File: src/rtl/conversor_2_tx.sv
// Serial transmitter: takes a decimal digit over valid/ready, encodes it to the 4-bit
// HGFE code word and sends it as start, H, G, F, E, parity, stop on a registered tx line.
module conversor_2_tx #(
    parameter int BIT_DIV    = 4,
    parameter bit PARITY_ODD = 1'b0
) (
    input  logic       clk,
    input  logic       rst,
    input  logic       din_valid,
    input  logic [3:0] din,
    output logic       din_ready,
    output logic       tx,
    output logic       tx_busy,
    output logic       frame_done,
    output logic       err_invalid,
    output logic [3:0] code_out,
    output logic [7:0] digits_sent
);

    typedef enum logic [2:0] {
        IDLE   = 3'd0,
        START  = 3'd1,
        DATA   = 3'd2,
        PARITY = 3'd3,
        STOP   = 3'd4
    } state_t;

    localparam logic [7:0] DIV_LAST = 8'(BIT_DIV - 1);

    state_t     r_state;
    logic [7:0] r_div;
    logic [1:0] r_idx;
    logic [3:0] r_code;
    logic [7:0] r_cnt;
    logic       r_err;
    logic       r_tx;

    state_t     w_state_next;
    logic [7:0] w_div_next;
    logic [1:0] w_idx_next;
    logic [3:0] w_code_next;
    logic [7:0] w_cnt_next;
    logic       w_err_next;
    logic       w_tx_next;
    logic       w_div_last;

    function automatic logic [3:0] encode(input logic [3:0] d);
        case (d)
            4'd0:    encode = 4'b0000;
            4'd1:    encode = 4'b0001;
            4'd2:    encode = 4'b0010;
            4'd3:    encode = 4'b0100;
            4'd4:    encode = 4'b0101;
            4'd5:    encode = 4'b0111;
            4'd6:    encode = 4'b1000;
            4'd7:    encode = 4'b1010;
            4'd8:    encode = 4'b1100;
            4'd9:    encode = 4'b1101;
            default: encode = 4'b0000;
        endcase
    endfunction

    assign w_div_last = (r_div == DIV_LAST);

    always_ff @(posedge clk or posedge rst) begin
        if (rst) begin
            r_state <= IDLE;
            r_div   <= 8'd0;
            r_idx   <= 2'd0;
            r_code  <= 4'd0;
            r_cnt   <= 8'd0;
            r_err   <= 1'b0;
            r_tx    <= 1'b1;
        end else begin
            r_state <= w_state_next;
            r_div   <= w_div_next;
            r_idx   <= w_idx_next;
            r_code  <= w_code_next;
            r_cnt   <= w_cnt_next;
            r_err   <= w_err_next;
            r_tx    <= w_tx_next;
        end
    end

    always_comb begin
        w_state_next = r_state;
        w_div_next   = r_div;
        w_idx_next   = r_idx;
        w_code_next  = r_code;
        w_cnt_next   = r_cnt;
        w_err_next   = 1'b0;
        w_tx_next    = 1'b1;

        if (r_state != IDLE) begin
            w_div_next = w_div_last ? 8'd0 : r_div + 8'd1;
        end

        case (r_state)
            IDLE: begin
                if (din_valid) begin
                    if (din <= 4'd9) begin
                        w_state_next = START;
                        w_div_next   = 8'd0;
                        w_code_next  = encode(din);
                    end else begin
                        w_err_next = 1'b1;
                    end
                end
            end
            START: begin
                if (w_div_last) begin
                    w_state_next = DATA;
                    w_idx_next   = 2'd3;
                end
            end
            DATA: begin
                if (w_div_last) begin
                    if (r_idx == 2'd0) begin
                        w_state_next = PARITY;
                    end else begin
                        w_idx_next = r_idx - 2'd1;
                    end
                end
            end
            PARITY: begin
                if (w_div_last) begin
                    w_state_next = STOP;
                end
            end
            STOP: begin
                if (w_div_last) begin
                    w_state_next = IDLE;
                    w_cnt_next   = r_cnt + 8'd1;
                end
            end
            default: begin
                w_state_next = IDLE;
            end
        endcase

        // tx is registered from the next state so the line level lines up with the state.
        case (w_state_next)
            START:   w_tx_next = 1'b0;
            DATA:    w_tx_next = w_code_next[w_idx_next];
            PARITY:  w_tx_next = (^w_code_next) ^ PARITY_ODD;
            default: w_tx_next = 1'b1;
        endcase
    end

    assign din_ready   = (r_state == IDLE);
    assign tx_busy     = (r_state != IDLE);
    assign frame_done  = (r_state == STOP) && w_div_last;
    assign err_invalid = r_err;
    assign tx          = r_tx;
    assign code_out    = r_code;
    assign digits_sent = r_cnt;

endmodule

File: config.mk
export PLATFORM = sky130hd
export DESIGN_NAME = conversor_2_tx
export DESIGN_NICKNAME = d
export VERILOG_FILES = /design/src/rtl/conversor_2_tx.sv
export SDC_FILE = /design/constraint.sdc
export NUM_CORES = 1
export LEC_CHECK = 0
export ABC_AREA = 1
export ABC_CLOCK_PERIOD_IN_PS = 3500
export CAP_MARGIN = 20
export CORE_MARGIN = 2
export CORE_UTILIZATION = 58
export DETAILED_ROUTE_END_ITERATION = 6
export PLACE_DENSITY = 0.8
export RECOVER_POWER = 25
export SYNTH_ARGS = -nofsm -noshare
export SYNTH_HDL_FRONTEND = slang
export SYNTH_SLANG_ARGS = --single-unit
File: constraint.sdc
create_clock -name clk -period 3.5 [get_ports clk]
set_input_delay 0.35 -clock clk [delete_from_list [all_inputs] [get_ports clk]]
set_output_delay 0.35 -clock clk [all_outputs]
set_load 0.05 [all_outputs]
==> impl_results.md <==
* Per-cell routed wire length at 12.40 um
* HP Class: in2async
* Routed vias at 1352
* Total power at 1.512 mW
* Die W at 57.30 um
* Seq/Total Area, Yosys at 41.08%
* Reg area at 676.9 um2
* R2R cell count at 10
* Startpoint types: flop
* Reg-to-reg critical path endpoint: tx
* First-pass iteration count of the detailed router at 4
* Filler cells at 210
* Cell Int Power at 0.7388 mW
* Syn_nets at 213
* RSZ-0062 raised after global routing: no
* Max-cap violations at 0
* Num CTS Buffers at 3
* Area of the multi-input gates at 858.3 um2
* Mean post-synth cell area at 8.078 um2
* Flop pwr share at 31.4%
* Post-Syn Area at 1648 um2
* Core area at 2734 um2
* P per Cell Area at 776.1 nW/um2
* Critical Path End: frame_done
* Ant. Diodes at 0
* Logic pwr share at 59.7%
* Final Max Tran Viols at 0
* # H-tree levels at 1
* Global-route wire length before repair at 5616 um
* Total Negative Setup Slacks at 0 ns
* Synth-to-layout area growth at 18.22%
* Input/output buffers at 23
* Worst-Skew Late Latency at 0.33 ns
* Slew margin rel. at 30.69%
* Ports at 24
* Largest net degree at the start of global routing at 28
* CTS Sinks at 27
* Mapped Cells at 204
* Worst Setup End Kind: output port
* DR DRC count at 0
* Row Count at 19
* Antenna violations before repair at 0
* Status: finished, final reports clean
* Data arrival time of the worst path at 2.18 ns
* CP required at 3.15 ns
* TritonCTS clock tree: done
* Drt total wl at 3260 um
* Slew @ Worst Pin at 1.040 ns
* Clk_skew at 0.01067 ns
* # Post-CTS Setup Buffers at 0
* CTS Root Cell: clkbuf_4
* Die Area at 3283 um2
* Clock-pin slew on the worst setup and hold paths at 0.15 ns
* Vert. Die Dim at 57.30 um
* R2r setup slk at 1.85 ns
* Most frequent cells in the layout: nand2_1 (49), dfrtp_1 (26), clkdlybuf4s50_1 (22)
* # setup viols final at 0
* Part of the cycle the worst path needs at 72.17%
* Type of the worst setup path: reg2out
* Dpl hpwl at 2555 um
* Worst setup margin at 0.9740 ns
* Place WS at 1.334 ns
* Max IR drop VDD at 605.5 uV
* Max Root-Sink Buffers at 2
* Sw frac at 51.14%
* CP Launch Point: r_div[0]
* GRT Resource Usage Total at 21.49%
* Post-CTS sizing at 0
* Final Net Count at 242
* Initial Util at 60.27%
* Hold Violations, Final at 0
* Number of DRC markers in iteration 0 at 61
* Ys Warns at 0
* Commonest non-fill, non-tap cell in the layout: nand2_1
* Pleak at 0.9721 nW
* Hold Buf Count CTS at 0
* Clock power share at 8.9%
* Layout cells sized above 1 at 19.40%
* Fin crit period at 2.526 ns
* Crit Reg-Reg Startpoint: r_div[0]
* Synth cell types at 29
* Antenna viol nets, final at 0
* Global placement routability congestion at 0.8269
* Overflow after GRT at 0
* Crit path max fanout at 5
* Yosys reg bits at 27
* Max Freq at 395.9 MHz
* Vias in the first global route at 1334
* Psw at 0.7732 mW
* Drt via density at 5.141
==> cell usage after synthesis <==
| master | instances | area, um2 |
|---|---|---|
| a21oi_1 | 7 | 35.03 |
| o21bai_1 | 1 | 7.510 |
| a211oi_1 | 1 | 7.510 |
| nand3_2 | 4 | 40.04 |
| nand2_4 | 1 | 11.26 |
| nand3_4 | 1 | 17.52 |
| nor2_8 | 2 | 40.04 |
| nand3b_1 | 2 | 15.01 |
| nor3b_1 | 2 | 15.01 |
| xor2_1 | 7 | 61.31 |
| nor3b_2 | 1 | 12.51 |
| dfrtp_1 | 26 | 650.6 |
| nor2_2 | 10 | 62.56 |
| inv_1 | 21 | 78.83 |
| o21ai_1 | 2 | 10.01 |
| o21ai_2 | 2 | 17.52 |
| ha_1 | 2 | 25.02 |
| nor3_2 | 1 | 10.01 |
| dfstp_2 | 1 | 26.28 |
| o21ai_0 | 4 | 20.02 |
| o21a_1 | 2 | 15.01 |
| inv_2 | 9 | 33.78 |
| nor2_1 | 18 | 67.56 |
| nand2_2 | 3 | 18.77 |
| nand2_1 | 49 | 183.9 |
| nand3_1 | 14 | 70.07 |
| o211ai_1 | 1 | 7.510 |
| nor3_1 | 4 | 20.02 |
| nor2_4 | 6 | 67.56 |
==> how the worst min path moves through the flow <==
stage / endpoint / slack [ns] / from / depth (start not counted)
floorplan: code_out[0] / 0.40 / rst / 1
global placement: digits_sent[7] / 0.46 / digits_sent[7] / 1
detailed placement: digits_sent[7] / 0.46 / digits_sent[7] / 1
CTS: digits_sent[7] / 0.48 / digits_sent[7] / 1
global route: r_div[4] / 0.41 / rst / 2
finish: digits_sent[7] / 0.39 / rst / 2
==> flip-flops by register name, indices dropped and copies added (netlist names) <==
register,count
r_idx,2
tx,1
code_out,4
err_invalid,1
digits_sent,8
r_state,3
r_div,8
==> power groups by stage <==
stage	clock network [mW]	logic, mW	registers [mW]
finish	0.134	0.903	0.475
global route	0.153	0.995	0.484
CTS	0.139	0.903	0.474
detailed placement	0	0.899	0.481
global placement	0	0.869	0.477
floorplan	0	0.564	0.592
==> per-stage QoR <==
step | area [um2] | util [%] | hold slack (ns) | cells
6_report | 1948 | 71.26 | 0.3886 | 263
5_1_grt | 1948 | 71.26 | 0.4095 | 263
4_1_cts | 1944 | 71.12 | 0.4797 | 262
3_5_place_dp | 1917 | 70.11 | 0.4608 | 258
3_3_place_gp | 1917 | 70.11 | 0.4563 | 258
2_1_floorplan | 1648 | - | 0.4020 | 204
==> worst max-delay path, stage by stage (launching register included) <==
cell and delay [ns]:
dfrtp_1 0.40, ha_1 0.21, nand2_1 0.11, inv_2 0.06, nand2_2 0.12, nor2_8 0.15
clkdlybuf4s50_1 0.81
==> cell type report <==
| type | count | area share, % |
|---|---|---|
| Sequential cell | 27 | 34.75 |
| Timing Repair Buffer | 24 | 12.01 |
| Clock inverter | 1 | 0.2569 |
| Multi-Input combinational cell | 147 | 44.06 |
| Inverter | 30 | 5.780 |
| Tap cell | 31 | 1.991 |
| Clock buffer | 3 | 1.156 |
==> routing by layer <==
metal / vias up / GRT usage [%] / wire, um
li1: 701 / - / -
met3: 6 / 2.268 / 86
met4: 0 / 6.977 / 46
met5: - / 0 / 0
met1: 623 / 27.79 / 1414
met2: 22 / 37.77 / 1712
==> cell families (layout without fill, tap and decap cells) <==
kind of cell | count (synthesis) | count (layout) | synth area share [%]
buffers and inverters | 30 | 58 | 6.834
xor gates and xnor gates | 7 | 7 | 3.721
adders and majority gates | 2 | 2 | 1.518
AOI/OAI and AO/OA | 20 | 20 | 7.290
DFF | 27 | 27 | 41.08
and+or+nand+nor | 118 | 118 | 39.56
(Power assumes the default switching activity.)
